### config.mk
export PLATFORM = sky130hd
export DESIGN_NAME = sw_irq_ctrl
export DESIGN_NICKNAME = d
export VERILOG_FILES = /design/src/rtl/sw_irq_pkg.sv /design/src/rtl/sw_debounce.sv /design/src/rtl/sw_irq_ctrl.sv
export SDC_FILE = /design/constraint.sdc
export NUM_CORES = 1
export LEC_CHECK = 0
export BUFFER_PORTS_ARGS = -buffer_cell sky130_fd_sc_hd__buf_2
export CORE_MARGIN = 5
export CORE_UTILIZATION = 46
export CTS_CLUSTER_SIZE = 20
export DETAILED_ROUTE_END_ITERATION = 7
export GPL_ROUTABILITY_DRIVEN = 1
export GPL_TIMING_DRIVEN = 0
export PLACE_DENSITY = 0.84
export SKIP_LAST_GASP = 1
export SLEW_MARGIN = 20
export SYNTH_ARGS = -nofsm -noshare
export SYNTH_HDL_FRONTEND = slang
export SYNTH_SLANG_ARGS = --single-unit
### constraint.sdc
create_clock -name clk_clk -period 2 [get_ports clk_clk]
set_input_delay 0.5 -clock clk_clk [delete_from_list [all_inputs] [get_ports clk_clk]]
set_output_delay 0.5 -clock clk_clk [all_outputs]
set_load 0.05 [all_outputs]
### src/rtl/sw_irq_pkg.sv
// Shared definitions for the switch-to-IRQ controller: register offsets,
// edge-mode codes and the Avalon-MM request bundle.
package sw_irq_pkg;

  localparam logic [1:0] REG_DATA = 2'd0;
  localparam logic [1:0] REG_MASK = 2'd1;
  localparam logic [1:0] REG_EDGE = 2'd2;
  localparam logic [1:0] REG_LED  = 2'd3;

  localparam int EDGE_RISE = 0;
  localparam int EDGE_FALL = 1;
  localparam int EDGE_BOTH = 2;

  typedef struct packed {
    logic        rd;
    logic        wr;
    logic [1:0]  addr;
    logic [31:0] wdata;
  } avs_req_t;

  // Returns {fall_en, rise_en} for an edge-mode code.
  function automatic logic [1:0] edge_sel(input int mode);
    case (mode)
      EDGE_RISE: edge_sel = 2'b01;
      EDGE_FALL: edge_sel = 2'b10;
      default:   edge_sel = 2'b11;
    endcase
  endfunction

endpackage

### src/rtl/sw_debounce.sv
// One switch bit: 2-flop synchronizer, then an optional hold-time debounce
// counter when SW_IRQ_CTRL_DEBOUNCE_EN is defined (otherwise stable = sync).
module sw_debounce
  import sw_irq_pkg::*;
#(
  parameter int DEBOUNCE_CYCLES = 50000
) (
  input  logic clk,
  input  logic rst_n,
  input  logic pin,
  output logic stable
);

  if (DEBOUNCE_CYCLES < 2) begin : g_bad_cfg
    $error("sw_debounce: DEBOUNCE_CYCLES must be at least 2");
  end

  logic [1:0] sync_q;
  logic       sw_sync;

  always_ff @(posedge clk) begin
    if (!rst_n) sync_q <= '0;
    else        sync_q <= {sync_q[0], pin};
  end

  assign sw_sync = sync_q[1];

`ifdef SW_IRQ_CTRL_DEBOUNCE_EN
  localparam int CW = $clog2(DEBOUNCE_CYCLES);

  logic [CW-1:0] cnt;
  logic          stable_q;

  // Counter only runs while the synced value disagrees with the accepted one;
  // any agreement restarts the hold window.
  always_ff @(posedge clk) begin
    if (!rst_n) begin
      cnt      <= '0;
      stable_q <= 1'b0;
    end else if (sw_sync == stable_q) begin
      cnt <= '0;
    end else if (cnt == CW'(DEBOUNCE_CYCLES - 1)) begin
      stable_q <= sw_sync;
      cnt      <= '0;
    end else begin
      cnt <= cnt + 1'b1;
    end
  end

  assign stable = stable_q;
`else
  assign stable = sw_sync;
`endif

endmodule

### src/rtl/sw_irq_ctrl.sv
// Avalon-MM switch/LED controller: per-bit sync+debounce, sticky edge capture,
// masked level IRQ. Debounce counters built only with SW_IRQ_CTRL_DEBOUNCE_EN.
module sw_irq_ctrl
  import sw_irq_pkg::*;
#(
  parameter int              N_SW            = 4,
  parameter int              DEBOUNCE_CYCLES = 50000,
  parameter int              EDGE_MODE       = 2,
  parameter logic [N_SW-1:0] LED_RESET       = '0
) (
  input  logic            clk_clk,
  input  logic            reset_reset_n,
  input  logic [1:0]      avs_address,
  input  logic            avs_read,
  input  logic            avs_write,
  input  logic [31:0]     avs_writedata,
  output logic [31:0]     avs_readdata,
  input  logic [N_SW-1:0] sw_in,
  output logic [N_SW-1:0] led_out,
  output logic            irq
);

  localparam logic [1:0] SEL = edge_sel(EDGE_MODE);

  avs_req_t        req;
  logic [N_SW-1:0] stable, stable_d;
  logic [N_SW-1:0] rise, fall, edge_ev, w1c;
  logic [N_SW-1:0] edge_cap, irq_mask, led_q;
  logic [31:0]     rd_mux, rdata_q;
  logic            irq_q;
  logic            unused_wdata;

  assign req = '{rd: avs_read, wr: avs_write, addr: avs_address, wdata: avs_writedata};
  assign unused_wdata = ^req.wdata[31:N_SW];

  for (genvar i = 0; i < N_SW; i++) begin : g_sw
    sw_debounce #(
      .DEBOUNCE_CYCLES(DEBOUNCE_CYCLES)
    ) u_deb (
      .clk    (clk_clk),
      .rst_n  (reset_reset_n),
      .pin    (sw_in[i]),
      .stable (stable[i])
    );
  end

  assign rise    = stable & ~stable_d;
  assign fall    = ~stable & stable_d;
  assign edge_ev = (rise & {N_SW{SEL[0]}}) | (fall & {N_SW{SEL[1]}});
  assign w1c     = (req.wr && req.addr == REG_EDGE) ? req.wdata[N_SW-1:0] : '0;

  always_comb begin
    rd_mux = '0;
    case (req.addr)
      REG_DATA: rd_mux[N_SW-1:0] = stable;
      REG_MASK: rd_mux[N_SW-1:0] = irq_mask;
      REG_EDGE: rd_mux[N_SW-1:0] = edge_cap;
      default:  rd_mux[N_SW-1:0] = led_q;
    endcase
  end

  always_ff @(posedge clk_clk) begin
    if (!reset_reset_n) begin
      stable_d <= '0;
      edge_cap <= '0;
      irq_mask <= '0;
      led_q    <= LED_RESET;
      rdata_q  <= '0;
      irq_q    <= 1'b0;
    end else begin
      stable_d <= stable;
      // New edges are OR'd after the clear so a coincident set survives.
      edge_cap <= (edge_cap & ~w1c) | edge_ev;
      if (req.wr && req.addr == REG_MASK) irq_mask <= req.wdata[N_SW-1:0];
      if (req.wr && req.addr == REG_LED)  led_q    <= req.wdata[N_SW-1:0];
      if (req.rd) rdata_q <= rd_mux;
      irq_q <= |(edge_cap & irq_mask);
    end
  end

  assign avs_readdata = rdata_q;
  assign led_out      = led_q;
  assign irq          = irq_q;

endmodule

==> reports/metrics.cfg, run 1 <==
[logic_synthesis]
synth.area.top_cells=dfxtp_1, buf_4, mux2i_1
synth.top_cell.area_share=0.438
syn_avg_cell_area_um2=10.9
yosysUniqueCellTypes=17
ys.warnings.count=0
seq_area_frac_synth=0.438
synthesis.area_um2=1330
synthesis.instances=122
ys_ff_latch=29
synth_top_area_cell=dfxtp_1

[pwr]
power_leakage_nw=0.846
ir_drop_mv=0.600
p_int_uw=822
switching_share=0.331
power_mw=1.23
clkPwrFrac=0.279
p_switching_uw=406
p_comb_frac=0.218
pwr_density_cell_nw_per_um2=762
pwr-share-seq=0.502

[route]
totalWireLength_um=2400
dr.first_iter.drc_count=30
drc=0
wl_per_cell_um=11.6
drtAntennaViolNets=0
dr.pass1.iters=4
viasPerCell=4.35
num_vias=896

[clock_tree]
cts_setup_buffers=0
cts_root_buf=clkbuf_4
ctsResizeCount=0
clock_latency_ps=340
cts_hold_buf=0
htree_levels=2
cts_buffers=5
clock_sinks=29
clk_path_buf_depth=2
cts_tree=built
clkSlewWorstSetupHoldPaths_ps=90

[worst_setup_path]
startpoint_type=flop
worstPathMaxFanout=3
reg2reg_from=led_out[2]
crit_path_max_incr_delay_ps=380
cp_data_arrival_time_ps=1000
setup.worst_path.end_class=primary output
r2r_end=avs_readdata[2]
crit_family=flip-flops
r2r_cells=3
slowest_stage=dfxtp_1
cp_cell_sequence=buf_2
crit_end=led_out[2]
crit_path_start=led_out[2]
critical_path_class=flop to primary output
worst-path-buf-inv=1
reg2reg_setup_slack_ps=870
cp.required_ps=1500
path_depth=1

[die]
rows=19
die_area_um2=4060
ios=79
fp.dieH_um=63.7
die_width_um=63.7
coreArea_um2=2760
start_util=0.481

[finish]
layout_common_cells=dfxtp_1, buf_4, conb_1, buf_2
drive_gt1_frac=0.349
final.fill_count=244
antenna_cells=0
final_common_cell=dfxtp_1
final_nets=216
areaGrowthSynthToFinish_pct=21.5

[timing]
finalHoldViolations=0
period_needed_ps=1500
holdWs_ps=361
setup_viol=0
fmax_ghz=0.669
post-route-period-util=0.748
finClkSkew_ps=2.76
rsz0062_at_grt=no
fin_tns_setup_ps=0
maxSlewViolCount=0

[global_routing]
grt.overflow.total=0
grt_max_degree=11
grt_pass1_wl_um=3860
antenna_found_initial=0
grt_usage=0.127
grt_pass1_vias=836

[worst_hold_path]
hold_start=sw_in[3]
hp-class=primary input to flop

[place]
dp.final_hpwl_um=1900
gp_congestion=0.790
numPortBuffers=18

[flow_run]
cap_violations=0

[run_status]
status=finished, final reports clean

==> routing by layer <==
metal / part of all wire / vias up / GRT usage / wire length [µm]
met2: 0.48 / 39 / 0.201 / 1160
met5: 0 / - / 0 / 0
li1: - / 450 / - / -
met4: 0.025 / 0 / 0.0545 / 60
met1: 0.40 / 400 / 0.143 / 947
met3: 0.096 / 7 / 0.0639 / 229
==> metrics by stage <==
stage | instance area [µm²] | utilization | setup slack [ps] | cells
after floorplan | 1430 | - | 616 | 149
after global placement | 1560 | 0.564 | 589 | 198
after detailed placement | 1560 | 0.564 | 552 | 198
after CTS | 1610 | 0.584 | 492 | 206
after global routing | 1610 | 0.584 | 459 | 206
final | 1610 | 0.584 | 505 | 206
==> registers in the layout, summed over array words and instances (netlist names) <==
register,count
stable_d,4
irq_mask,4
led_out,4
edge_cap,4
g_sw.u_deb.sync_q,8
irq,1
avs_readdata,4
==> cell families (layout without fill, tap and decap cells) <==
family | count (synthesis) | after routing | synth area share
compound gates | 11 | 11 | 0.0623
xor+xnor | 4 | 4 | 0.0264
buf+inv | 34 | 60 | 0.183
flops | 29 | 29 | 0.438
mux | 16 | 16 | 0.158
other cells | 1 | 28 | 0.00283
simple gates | 27 | 27 | 0.129
==> final cells by class <==
class / count / area [µm²] / area share
Sequential cell: 29 / 581 / 0.360
Tap cell: 31 / 38.8 / 0.0241
Clock buffer: 5 / 37.5 / 0.0233
Multi-Input combinational cell: 86 / 604 / 0.375
Clock inverter: 3 / 17.5 / 0.0109
Buffer: 34 / 243 / 0.151
Timing Repair Buffer: 18 / 90.1 / 0.0559
==> how the worst min path moves through the flow <==
stage                                    endpoint  slack (ps)  cells after the start
after floorplan           g_sw[0].u_deb.sync_q[1]         410                      1
after global placement    g_sw[1].u_deb.sync_q[1]         410                      1
after detailed placement  g_sw[1].u_deb.sync_q[1]         420                      1
after CTS                 g_sw[3].u_deb.sync_q[0]         350                      2
after global routing      g_sw[3].u_deb.sync_q[0]         350                      2
final                     g_sw[3].u_deb.sync_q[0]         360                      2
==> cell usage after synthesis <==
cell type  count
and2_1        12
conb_1         1
mux2i_1       12
buf_6          1
a21boi_0       5
xor2_1         4
nor2b_1       12
a22oi_1        2
buf_2          2
dfxtp_1       29
nand3b_1       1
nand3_1        1
clkbuf_1       3
and3b_1        1
mux4_2         4
buf_4         28
o21a_1         4
==> power groups by stage <==
stage          clock [mW]  sequential [mW]  combinational, mW
5_1_grt             0.386            0.620              0.284
3_3_place_gp            0            0.628              0.262
3_5_place_dp            0            0.630              0.266
4_1_cts             0.356            0.616              0.266
2_1_floorplan           0            0.644              0.219
6_report            0.343            0.616              0.268
Power figures use the tool's default switching activity.
==> run 2: changes to the inputs <==
Settings changed: ABC_AREA from default to 1, CORE_UTILIZATION 46 to 39, PLACE_DENSITY 0.84 to 0.76.
Clock period 2 ns to 1.2 ns, I/O delays scaled along.
==> run 2 against run 1 <==
Compared with the run above: sequential share of layout area fell by 2.3 points; total power rose by 80%; register-to-register slack got worse by 510 ps; synthesized cell count rose by 40%; routed wire length barely moved; design area rose by 6.8%; utilization fell by 6.9 points; clock skew rose by 1.5 ps.
==> reports/metrics.cfg, run 2 <==
[global_routing]
grt_max_degree=11
grt_pass1_wl_um=3800
grt_usage=0.109
grt.overflow.total=0
antenna_found_initial=0
grt_pass1_vias=958

[clock_tree]
clock_sinks=29
clk_path_buf_depth=2
cts_root_buf=clkbuf_4
cts_tree=built
clkSlewWorstSetupHoldPaths_ps=90
htree_levels=2
cts_buffers=5
clock_latency_ps=320
cts_hold_buf=0
cts_setup_buffers=0

[logic_synthesis]
synth.most_common_cell=nand2_1
seq_area_frac_synth=0.433
synth_compound_area_frac=0.126
ys.warnings.count=0
synth_xor_area_frac=0.0261
synthesis.area_um2=1340
synthSimpleGateAreaFrac=0.172
yosys-top-cells-count=nand2_1, dfxtp_1, buf_4
synth.area.top_cells=dfxtp_1, buf_4, nand2_1
synth_top_area_cell=dfxtp_1
synth_edf_count=0
synth.top_cell.area_share=0.433
synth_top_family_by_area=buffers and inverters
muxShareOfSynthArea=0
synth_fa_ha_area_frac=0
yosysUniqueCellTypes=21
syn_avg_cell_area_um2=7.84
ys_ff_latch=29
ys_async_sr_fraction=0
synth_ff_type=dfxtp_1
synthesis.instances=171

[finish]
largest_reg_flops=8
regArea_um2=581
areaGrowthSynthToFinish_pct=28.4
layout_common_cells=nand2_1, buf_4, dfxtp_1, conb_1, inv_1
final_common_cell=nand2_1
final_nets=269
finish.instance_area_um2=1720
regMostFlops=g_sw.u_deb.sync_q
final.fill_count=339
antenna_cells=0
drive_gt1_frac=0.289
multi_input_comb_area_um2=539

[worst_setup_path]
setup.worst_path.end_class=primary output
cp_data_arrival_time_ps=860
slowest_stage=dfxtp_1
cp_cell_sequence=buf_6
worst-path-buf-inv=1
cp.required_ps=900
startpoint_type=flop
crit_family=flip-flops
worstPathMaxFanout=2
crit_path_max_incr_delay_ps=370
critical_path_class=flop to primary output

[worst_hold_path]
hp-class=primary input to flop

[place]
dp.final_hpwl_um=1890
dp_slack_ps=78.6
gp_congestion=0.823
numPortBuffers=22
dpl_cell_area_um2=1610

[pwr]
ir_drop_mv=0.691
p_int_mw=1.50
power_leakage_nw=0.890
p_switching_uw=708
switching_share=0.320
pwr_density_cell_nw_per_um2=1280
pwr-share-seq=0.470
clkPwrFrac=0.299
p_comb_frac=0.231

[die]
ios=79
fp.dieH_um=68.6
die_width_um=68.6
die_area_um2=4710
start_util=0.402
rows=21
coreArea_um2=3340

[flow_run]
cap_violations=0

[route]
totalWireLength_um=2400
dr.pass1.iters=5
drtAntennaViolNets=0
viasPerCell=3.91
num_vias=1071
wl_per_cell_um=8.74
dr.first_iter.drc_count=53
drc=0

[timing]
period_needed_ps=1160
finClkSkew_ps=4.26
fin_ws_ps=42.0
finalHoldViolations=0
setup_viol=0
maxSlewViolCount=0
post-route-period-util=0.965
fin_tns_setup_ps=0
fmax_ghz=0.864

[run_status]
status=finished, final reports clean

## run 2: layout make-up
class / count / area share
well taps: 46 / 0.0335
plain buffers: 31 / 0.134
clock buffers: 7 / 0.0378
repair buffers: 22 / 0.0880
clock inverters: 1 / 0.00291
flip-flops and latches: 29 / 0.337
inverters: 24 / 0.0531
multi-input cells: 114 / 0.313
## run 2: metal layers
metal,up-vias,GRT usage,part of all wire
met5,-,0,0
li1,595,-,-
met1,438,0.129,0.44
met2,34,0.175,0.48
met3,4,0.0389,0.076
met4,0,0.0521,0.0075
## run 2: worst reg2reg max path, cell delays in order, from the launching register on
cell and delay (ps):
dfxtp_1 330, o21ai_0 170, nand3_1 110, nand2_1 70
a21oi_1 50
## run 2: power by group through the flow
stage          clock (mW)  sequential [mW]  combinational (mW)
4_1_cts             0.687             1.04               0.505
6_report            0.661             1.04               0.511
2_1_floorplan           0             1.11               0.373
3_3_place_gp            0             1.06               0.491
3_5_place_dp            0             1.06               0.495
5_1_grt             0.744             1.05               0.551
## run 2: per-stage QoR
step | utilization | cells | total power [mW] | hold WS [ps]
after detailed placement | 0.482 | 266 | 1.55 | 396
after CTS | 0.510 | 274 | 2.23 | 132
after global placement | 0.482 | 266 | 1.55 | 394
final | 0.516 | 274 | 2.21 | 147
after global routing | 0.516 | 274 | 2.34 | 138
after floorplan | - | 198 | 1.48 | 390
## run 2: cell families (layout without fill, tap and decap cells)
group | Yosys count | count (layout)
buffers and inverters | 55 | 85
and+or+nand+nor | 49 | 49
AOI/OAI and AO/OA | 33 | 33
DFF | 29 | 29
xor gates and xnor gates | 4 | 4
other | 1 | 28
## run 2: worst paths after layout
check | cells after the start | from | slack, ps | end
max | 1 | led_out[3] | 40 | led_out[3]
min | 3 | sw_in[3] | 150 | g_sw[3].u_deb.sync_q[0]
max reg2reg | 4 | edge_cap[0] | 360 | avs_readdata[0]
min reg2reg | 2 | g_sw[0].u_deb.sync_q[0] | 420 | g_sw[0].u_deb.sync_q[1]
## run 2: repair_timing
action	CTS	global route
gates resized for setup	9	5
pin swaps	0	0
endpoints found under the setup margin	9	5
==> run 3: changes to the inputs <==
Settings changed: CORE_ASPECT_RATIO from default to 0.5.
==> run 3 against run 2 <==
Compared with the run above: final cell count is 1.5% lower; hold slack better by 58 ps; worst setup slack gained 1.9 ps; fmax is 0.16% higher; total power rose by 3.6%; count of clock-buffer cells in the layout down 1; register-to-register slack gained 20 ps; sequential power is essentially flat; largest power group unchanged.
==> reports/metrics.cfg, run 3 (synthesis results as in run 2) <==
[place]
dp.final_hpwl_um=2010
gp_congestion=0.915
numPortBuffers=22
placed_cells=262

[pwr]
power_mw=2.29
pwr_density_cell_nw_per_um2=1350
ir_drop_mv=0.612
power_leakage_nw=0.887

[worst_setup_path]
slowest_stage=dfxtp_1
startpoint_type=flop
r2r_cells=4
r2r_end=avs_readdata[3]
cp.required_ps=900
worst-path-buf-inv=1
setup.worst_path.end_class=primary output
reg2reg_from=edge_cap[3]
reg2reg_setup_slack_ps=380
crit_path_max_incr_delay_ps=320
cp_data_arrival_time_ps=860
cp_cell_sequence=buf_2
critical_path_class=flop to primary output
path_depth=1
worstPathMaxFanout=2
crit_family=flip-flops

[timing]
rsz0062_at_grt=no
fin_tns_setup_ps=0
post-route-period-util=0.963
finalHoldViolations=0
fmax_ghz=0.865
period_needed_ps=1160
maxSlewViolCount=0
setup_viol=0
finClkSkew_ps=2.87

[global_routing]
grt_max_degree=11
grt_usage=0.118
grt_pass1_wl_um=4380
grt_pass1_vias=1076
antenna_found_initial=0
grt.overflow.total=0

[finish]
drive_gt1_frac=0.285
final_common_cell=nand2_1
areaGrowthSynthToFinish_pct=26.8
largest_reg_flops=8
regMostFlops=g_sw.u_deb.sync_q
layout_common_cells=nand2_1, dfxtp_1, buf_4, conb_1, inv_1
final_nets=269
antenna_cells=0
final_cells=270

[route]
viasPerCell=4.09
drc=0
drtAntennaViolNets=0
wl_per_cell_um=9.33
dr.first_iter.drc_count=89
totalWireLength_um=2520
dr.pass1.iters=4
num_vias=1104

[die]
rows=15
ios=79
coreArea_um2=3380
die_width_um=92.9
start_util=0.397
die_area_um2=4780
fp.dieH_um=51.5

[clock_tree]
clk_path_buf_depth=2
clock_latency_ps=270
cts_setup_buffers=0
cts_buffers=5
cts_tree=built
cts_root_buf=clkbuf_8
clock_sinks=29
htree_levels=2
clkSlewWorstSetupHoldPaths_ps=60

[worst_hold_path]
hold_depth=3
hold_start=sw_in[2]
hp-class=primary input to flop
hold-path-endpoint=g_sw[2].u_deb.sync_q[0]

[run_status]
status=finished, final reports clean

[flow_run]
cap_violations=0

==> run 3: worst max-delay path by stage <==
| stage | start | slack [ps] | to |
|---|---|---|---|
| 3_3_place_gp | avs_address[0] | 130 | avs_readdata[0] |
| 2_1_floorplan | led_out[0] | 120 | avs_readdata[0] |
| 3_5_place_dp | avs_address[0] | 110 | avs_readdata[3] |
| 5_1_grt | avs_readdata[0] | 8 | avs_readdata[0] |
| 6_report | avs_readdata[0] | 40 | avs_readdata[0] |
| 4_1_cts | led_out[3] | 20 | led_out[3] |
==> run 3: power breakdown <==
group          switching (mW)  internal [mW]
clock network           0.345          0.400
logic                   0.363          0.144
registers              0.0271           1.01
total                   0.735           1.56
==> run 3: timing repair <==
item                       4_1_cts  5_1_grt
setup endpoints to repair        0        5
hold buffers                     0        0
gates resized for setup          0        5
==> run 3: final cells by class <==
cell class | count | area, µm²
tap | 42 | 52.6
timing repair buffer | 22 | 123
clock buffer | 6 | 72.6
sequential | 29 | 581
fill | 327 | 1680
buffer | 31 | 230
clock inverter | 2 | 10.0
multi-input combinational | 114 | 539
inverter | 24 | 91.3
==> run 3: through the flow <==
step,worst slack (ps),area [µm²],hold WS [ps],util
final,43.9,1700,205,0.503
after global placement,127,1600,392,0.475
after CTS,17.0,1690,195,0.499
after detailed placement,106,1600,398,0.475
after floorplan,117,1440,390,-
after global routing,8.01,1700,207,0.503
==> run 3: worst min-delay path, cell delays in order <==
cell	delay, ps
buf_2	70
nand2_1	40
inv_1	40
==> run 3: metal layers <==
layer / routed length, µm / part of all wire / track usage / up-vias
li1: - / - / - / 595
met1: 1040 / 0.41 / 0.128 / 464
met2: 1230 / 0.49 / 0.204 / 40
met3: 206 / 0.082 / 0.0368 / 5
met4: 40 / 0.016 / 0.0730 / 0
met5: 0 / 0 / 0 / -
